===== src/rtl/mem_arbiter_pkg.sv =====
// Shared types and constants for the two-requester memory arbiter.
package mem_arb_pkg;

    typedef enum logic [1:0] {
        IDLE,
        WAIT,
        RESP
    } state_t;

    typedef enum logic {
        OWN_IF,
        OWN_D
    } owner_t;

    localparam int TIMEOUT_DEFAULT = 255;
    localparam int WAIT_CNT_W      = 16;

endpackage


===== src/rtl/mem_arbiter_if.sv =====
// Bundle of requester-side and memory-side signals around the arbiter.
// master = arbiter view, slave = core/memory view.
interface mem_arbiter_if;

    logic        ifReq;
    logic [31:0] ifAddr;
    logic [31:0] ifRdata;
    logic        ifAck;

    logic        dReq;
    logic        dWe;
    logic [31:0] dAddr;
    logic [31:0] dWdata;
    logic [31:0] dRdata;
    logic        dAck;

    logic        err;

    logic        memReq;
    logic        memWe;
    logic [31:0] memAddr;
    logic [31:0] memWdata;
    logic [31:0] memRdata;
    logic        memReady;

    modport master (
        input  ifReq, ifAddr, dReq, dWe, dAddr, dWdata, memRdata, memReady,
        output ifRdata, ifAck, dRdata, dAck, err, memReq, memWe, memAddr, memWdata
    );

    modport slave (
        output ifReq, ifAddr, dReq, dWe, dAddr, dWdata, memRdata, memReady,
        input  ifRdata, ifAck, dRdata, dAck, err, memReq, memWe, memAddr, memWdata
    );

endinterface


===== src/rtl/mem_arbiter.sv =====
// Arbitrates instruction-fetch and data ports onto one variable-latency memory,
// with a watchdog that forces completion. `define MEM_ARB_RR_EN for round-robin ties.
module mem_arbiter
    import mem_arb_pkg::*;
#(
    parameter int TIMEOUT = TIMEOUT_DEFAULT
) (
    input  logic          clk,
    input  logic          reset,
    mem_arbiter_if.master bus
);

    localparam logic [WAIT_CNT_W-1:0] TIMEOUT_CNT = WAIT_CNT_W'(TIMEOUT);

    state_t                  state_q, state_d;
    owner_t                  owner_q, owner_d;
    owner_t                  last_owner_q, last_owner_d;
    owner_t                  grant;
    logic [WAIT_CNT_W-1:0]   wait_cnt_q, wait_cnt_d;
    logic                    mem_req_q, mem_req_d;
    logic                    mem_we_q, mem_we_d;
    logic [31:0]             mem_addr_q, mem_addr_d;
    logic [31:0]             mem_wdata_q, mem_wdata_d;
    logic [31:0]             if_rdata_q, if_rdata_d;
    logic [31:0]             d_rdata_q, d_rdata_d;
    logic [31:0]             rdata_sel;
    logic                    if_ack_q, if_ack_d;
    logic                    d_ack_q, d_ack_d;
    logic                    err_q, err_d;

    always_comb begin
        state_d      = state_q;
        owner_d      = owner_q;
        last_owner_d = last_owner_q;
        wait_cnt_d   = wait_cnt_q;
        mem_req_d    = mem_req_q;
        mem_we_d     = mem_we_q;
        mem_addr_d   = mem_addr_q;
        mem_wdata_d  = mem_wdata_q;
        if_rdata_d   = if_rdata_q;
        d_rdata_d    = d_rdata_q;
        if_ack_d     = 1'b0;
        d_ack_d      = 1'b0;
        err_d        = 1'b0;
        grant        = OWN_D;
        rdata_sel    = 32'h0000_0000;

        case (state_q)
            IDLE: begin
                if (bus.ifReq && bus.dReq) begin
`ifdef MEM_ARB_RR_EN
                    grant = (last_owner_q == OWN_D) ? OWN_IF : OWN_D;
`else
                    grant = OWN_D;
`endif
                end else if (bus.dReq) begin
                    grant = OWN_D;
                end else begin
                    grant = OWN_IF;
                end

                if (bus.ifReq || bus.dReq) begin
                    state_d    = WAIT;
                    owner_d    = grant;
                    mem_req_d  = 1'b1;
                    wait_cnt_d = '0;
                    if (grant == OWN_D) begin
                        mem_addr_d  = bus.dAddr;
                        mem_we_d    = bus.dWe;
                        mem_wdata_d = bus.dWdata;
                    end else begin
                        mem_addr_d  = bus.ifAddr;
                        mem_we_d    = 1'b0;
                    end
                end
            end

            WAIT: begin
                // memReady wins over a timeout landing on the same cycle
                if (bus.memReady || (wait_cnt_q == TIMEOUT_CNT)) begin
                    state_d   = RESP;
                    mem_req_d = 1'b0;
                    rdata_sel = bus.memReady ? bus.memRdata : 32'h0000_0000;
                    err_d     = ~bus.memReady;
                    if (owner_q == OWN_D) begin
                        d_rdata_d = rdata_sel;
                        d_ack_d   = 1'b1;
                    end else begin
                        if_rdata_d = rdata_sel;
                        if_ack_d   = 1'b1;
                    end
                end else if (wait_cnt_q != '1) begin
                    wait_cnt_d = wait_cnt_q + 1'b1;
                end
            end

            RESP: begin
                state_d      = IDLE;
                last_owner_d = owner_q;
            end

            default: begin
                state_d = IDLE;
            end
        endcase
    end

    always_ff @(posedge clk) begin
        if (reset) begin
            state_q      <= IDLE;
            owner_q      <= OWN_IF;
            last_owner_q <= OWN_IF;
            wait_cnt_q   <= '0;
            mem_req_q    <= 1'b0;
            mem_we_q     <= 1'b0;
            mem_addr_q   <= 32'h0000_0000;
            mem_wdata_q  <= 32'h0000_0000;
            if_rdata_q   <= 32'h0000_0000;
            d_rdata_q    <= 32'h0000_0000;
            if_ack_q     <= 1'b0;
            d_ack_q      <= 1'b0;
            err_q        <= 1'b0;
        end else begin
            state_q      <= state_d;
            owner_q      <= owner_d;
            last_owner_q <= last_owner_d;
            wait_cnt_q   <= wait_cnt_d;
            mem_req_q    <= mem_req_d;
            mem_we_q     <= mem_we_d;
            mem_addr_q   <= mem_addr_d;
            mem_wdata_q  <= mem_wdata_d;
            if_rdata_q   <= if_rdata_d;
            d_rdata_q    <= d_rdata_d;
            if_ack_q     <= if_ack_d;
            d_ack_q      <= d_ack_d;
            err_q        <= err_d;
        end
    end

    assign bus.memReq   = mem_req_q;
    assign bus.memWe    = mem_we_q;
    assign bus.memAddr  = mem_addr_q;
    assign bus.memWdata = mem_wdata_q;
    assign bus.ifRdata  = if_rdata_q;
    assign bus.dRdata   = d_rdata_q;
    assign bus.ifAck    = if_ack_q;
    assign bus.dAck     = d_ack_q;
    assign bus.err      = err_q;

endmodule


===== src/flat_wrapper.sv =====
// flat-port wrapper written by rule: the top's interface ports become plain ports
module mem_arbiter_flat import mem_arb_pkg::*;
#(
    parameter int TIMEOUT = TIMEOUT_DEFAULT
)
  (clk, reset, bus_ifReq, bus_ifAddr, bus_dReq, bus_dWe, bus_dAddr, bus_dWdata, bus_memRdata, bus_memReady, bus_ifRdata, bus_ifAck, bus_dRdata, bus_dAck, bus_err, bus_memReq, bus_memWe, bus_memAddr, bus_memWdata);
  mem_arbiter_if bus_i ();
  input  logic clk;
  input  logic reset;
  input wire logic [$bits(bus_i.ifReq)-1:0] bus_ifReq;
  input wire logic [$bits(bus_i.ifAddr)-1:0] bus_ifAddr;
  input wire logic [$bits(bus_i.dReq)-1:0] bus_dReq;
  input wire logic [$bits(bus_i.dWe)-1:0] bus_dWe;
  input wire logic [$bits(bus_i.dAddr)-1:0] bus_dAddr;
  input wire logic [$bits(bus_i.dWdata)-1:0] bus_dWdata;
  input wire logic [$bits(bus_i.memRdata)-1:0] bus_memRdata;
  input wire logic [$bits(bus_i.memReady)-1:0] bus_memReady;
  output wire logic [$bits(bus_i.ifRdata)-1:0] bus_ifRdata;
  output wire logic [$bits(bus_i.ifAck)-1:0] bus_ifAck;
  output wire logic [$bits(bus_i.dRdata)-1:0] bus_dRdata;
  output wire logic [$bits(bus_i.dAck)-1:0] bus_dAck;
  output wire logic [$bits(bus_i.err)-1:0] bus_err;
  output wire logic [$bits(bus_i.memReq)-1:0] bus_memReq;
  output wire logic [$bits(bus_i.memWe)-1:0] bus_memWe;
  output wire logic [$bits(bus_i.memAddr)-1:0] bus_memAddr;
  output wire logic [$bits(bus_i.memWdata)-1:0] bus_memWdata;
  assign bus_i.ifReq = bus_ifReq;
  assign bus_i.ifAddr = bus_ifAddr;
  assign bus_i.dReq = bus_dReq;
  assign bus_i.dWe = bus_dWe;
  assign bus_i.dAddr = bus_dAddr;
  assign bus_i.dWdata = bus_dWdata;
  assign bus_i.memRdata = bus_memRdata;
  assign bus_i.memReady = bus_memReady;
  assign bus_ifRdata = bus_i.ifRdata;
  assign bus_ifAck = bus_i.ifAck;
  assign bus_dRdata = bus_i.dRdata;
  assign bus_dAck = bus_i.dAck;
  assign bus_err = bus_i.err;
  assign bus_memReq = bus_i.memReq;
  assign bus_memWe = bus_i.memWe;
  assign bus_memAddr = bus_i.memAddr;
  assign bus_memWdata = bus_i.memWdata;
  mem_arbiter #(.TIMEOUT(TIMEOUT)) u_core (.clk(clk), .reset(reset), .bus(bus_i));
endmodule

===== config.mk =====
export PLATFORM = sky130hd
export DESIGN_NAME = mem_arbiter_flat
export DESIGN_NICKNAME = d
export VERILOG_FILES = /design/src/rtl/mem_arbiter_pkg.sv /design/src/rtl/mem_arbiter_if.sv /design/src/rtl/mem_arbiter.sv /design/src/flat_wrapper.sv
export SDC_FILE = /design/constraint.sdc
export NUM_CORES = 1
export LEC_CHECK = 0
export BUFFER_PORTS_ARGS = -buffer_cell sky130_fd_sc_hd__buf_2
export CAP_MARGIN = 40
export CORE_MARGIN = 2
export CORE_UTILIZATION = 40
export DETAILED_ROUTE_END_ITERATION = 12
export MAX_ROUTING_LAYER = met4
export PLACE_DENSITY = 0.71
export SYNTH_ARGS = -nofsm -noshare
export SYNTH_HDL_FRONTEND = slang
export SYNTH_SLANG_ARGS = --single-unit

===== constraint.sdc =====
create_clock -name clk -period 3.17 [get_ports clk]
set_input_delay 0 -clock clk [delete_from_list [all_inputs] [get_ports clk]]
set_output_delay 0 -clock clk [all_outputs]
set_load 0.03 [all_outputs]

==> impl_metrics.tcl <==
set metrics [dict create \
    synth-edff-count 0 \
    postCtsHoldBufs 130 \
    skew_ns 0.00756 \
    finalCriticalPeriod_ns 2.29 \
    vias 5916 \
    synth_area_leaders "dfxtp_1, a22o_1, mux2i_1" \
    status "finished, final reports clean" \
    cap_violations 0 \
    wl_met1_um 7500 \
    drc 0 \
    relSlewSlack 0.500 \
    cts_made_buffers 17 \
    synth.net_count 704 \
    top_layer "met4" \
    totalWireLength_um 18600 \
    synth-seq-cells 152 \
    finalPower_uw 4990 \
    initial_utilization 0.407 \
    antenna_found_initial 1 \
    peakVddDrop_mv 0.406 \
    p_leak_uw 0.00421 \
    synth_top_area_cell "dfxtp_1" \
    avgSynthCellArea_um2 9.84 \
    critPathMaxFanout 15 \
    place_inst 982 \
    dieArea_um2 15000 \
    finalHoldViolations 0 \
    ys.flop_type "dfxtp_1" \
    final.setup.tns_ns 0 \
    grt_first_pass_wirelength_um 29200 \
    min_from "bus_ifAddr[26]" \
    arrival_ns 2.61 \
    cp-end-kind "register" \
    crit_type "register to register" \
    antenna_left 0 \
    clock_latency_ns 0.42 \
    cts-root-buf "clkbuf_16" \
    ys_warn_count 0 \
    fmax_mhz 437 \
    stdcell_area_um2 9010 \
    drive_above_1_share 0.335 \
    critPathRequiredTime_ns 3.50 \
    yosysUniqueCellTypes 44 \
    yosys.area.top_type_share 0.543 \
    core_region_area_um2 13800 \
    syn-cell-area_um2 5600 \
    startpoint "u_core.wait_cnt_q[0]" \
    critPathMaxStageDelay_ns 0.59 \
    wl_met2_um 9300 \
    dpl.hpwl_um 10900 \
    clockBufferDepth 2 \
    placed_cell_area_um2 7100 \
    clk_pin_slew_ns 0.06 \
    rsz0062_at_grt "false" \
    cts_resized 0 \
    cts_tree "done" \
    drt_iter0_drc 377 \
    syn_inst 569 \
    powerDensity_nw_per_um2 553 \
    rows 43 \
    htreeDepth 4 \
    yosysMostFrequentCell "dfxtp_1" \
    dr_wl_met3_um 911 \
    post-cts-setup-buffers 0 \
    drv_slew 0 \
    reg2reg_from "u_core.wait_cnt_q[0]" \
    setup_viol 0 \
    syn_to_final_growth_pct 60.9 \
    place_congestion 0.936 \
    startpoint_type "register" \
    num_io_pins 267 \
    cp_cell_sequence "ha_1, and3_1, a41oi_4, a21oi_2, or4_1, a221oi_2" \
    numPortBuffers 266 \
    crit_path_top_delay_cell "or4_1" \
    synth_seq_area_share 0.543 \
    overflow 0 \
    instances_no_fill 1146 \
    synthArstFlopShare 0 \
    min_path_type "input pin to register" \
    avgViaCountPerCell 5.16 \
    cts.sinks 152 \
    wl_per_cell_um 16.2 \
    die_x_um 122 \
    dr.pass1.iters 5 \
    grt_max_degree 70 \
    fin_crit_sh 0.721 \
    grt_usage 0.257 \
    grt_pass1_vias 5832 \
    nets 1087 \
    yosys-top-cells-count "dfxtp_1, nand2_1, a22o_1" \
    fin_hold_ws_ns 0.0496 \
    tightestPinTransition_ns 0.750 \
    die_h_um 122 \
]
==> cells in the final DEF, fill, tap and decap left out, types with 6 or more instances in the layout <==
| cell | Yosys | layout |
|---|---|---|
| a211oi_1 | 35 | 35 |
| a21oi_1 | 40 | 39 |
| a22o_1 | 65 | 65 |
| and3_1 | 6 | 6 |
| buf_2 | 3 | 266 |
| buf_4 | 0 | 9 |
| clkbuf_16 | 0 | 17 |
| dfxtp_1 | 152 | 152 |
| dlygate4sd3_1 | 0 | 131 |
| inv_1 | 6 | 6 |
| mux2i_1 | 32 | 32 |
| nand2_1 | 79 | 79 |
| nor2_1 | 47 | 45 |
==> worst max-delay path: cells and delay by family, from the launching register on <==
kind	cells	cell delay (ns)
AND/OR/NAND/NOR	2	0.84
AO/OA/AOI/OAI	3	0.74
flip-flops	1	0.34
adder cells (fa/ha/maj)	1	0.27
==> state kept, by name (all words and copies together), names as in the netlist <==
register,count
u_core.bus.dAck,1
u_core.bus.dRdata,32
u_core.bus.err,1
u_core.bus.ifAck,1
u_core.bus.ifRdata,32
u_core.bus.memAddr,32
u_core.bus.memReq,1
u_core.bus.memWdata,32
u_core.bus.memWe,1
u_core.owner_q,1
u_core.state_q,2
u_core.wait_cnt_q,16
==> kinds of logic after synthesis <==
kind of cell	count (synthesis)	synth area share
buffers and inverters	50	0.0342
and+or+nand+nor	163	0.129
muxes	33	0.0592
adders and majority gates	1	0.00223
DFF	152	0.543
AOI/OAI and AO/OA	170	0.232
==> final timing paths <==
check	slack, ns	cells past startpoint	to
min reg2reg	0.45	2	u_core.bus.memWdata[23]
max	0.88	6	u_core.wait_cnt_q[11]
min	0.05	3	u_core.bus.memAddr[26]
max reg2reg	0.88	6	u_core.wait_cnt_q[11]
==> metal layers <==
metal | GRT usage | up-vias
met4 | 0.153 | 0
met2 | 0.415 | 242
met3 | 0.0497 | 72
met1 | 0.295 | 2770
met5 | - | -
li1 | - | 2832
==> where the power goes <==
part | internal, µW | switching, µW
logic | 367 | 527
clock network | 1240 | 780
registers | 2020 | 54.6
==> final cells by class <==
type / instances / area [µm²]
Antenna cell: 1 / 2.50
Clock buffer: 21 / 480
Clock inverter: 11 / 120
Fill cell: 1036 / 4760
Inverter: 7 / 26.3
Multi-Input combinational cell: 367 / 2370
Sequential cell: 152 / 3040
Tap cell: 180 / 225
Timing Repair Buffer: 407 / 2740
==> through the flow <==
stage,utilization,setup WS (ns)
6_report,0.654,0.884
5_1_grt,0.654,0.757
4_1_cts,0.653,0.916
3_5_place_dp,0.515,0.933
3_3_place_gp,0.513,1.02
2_1_floorplan,-,1.23
Note: power is estimated with default switching activity, not from simulation.
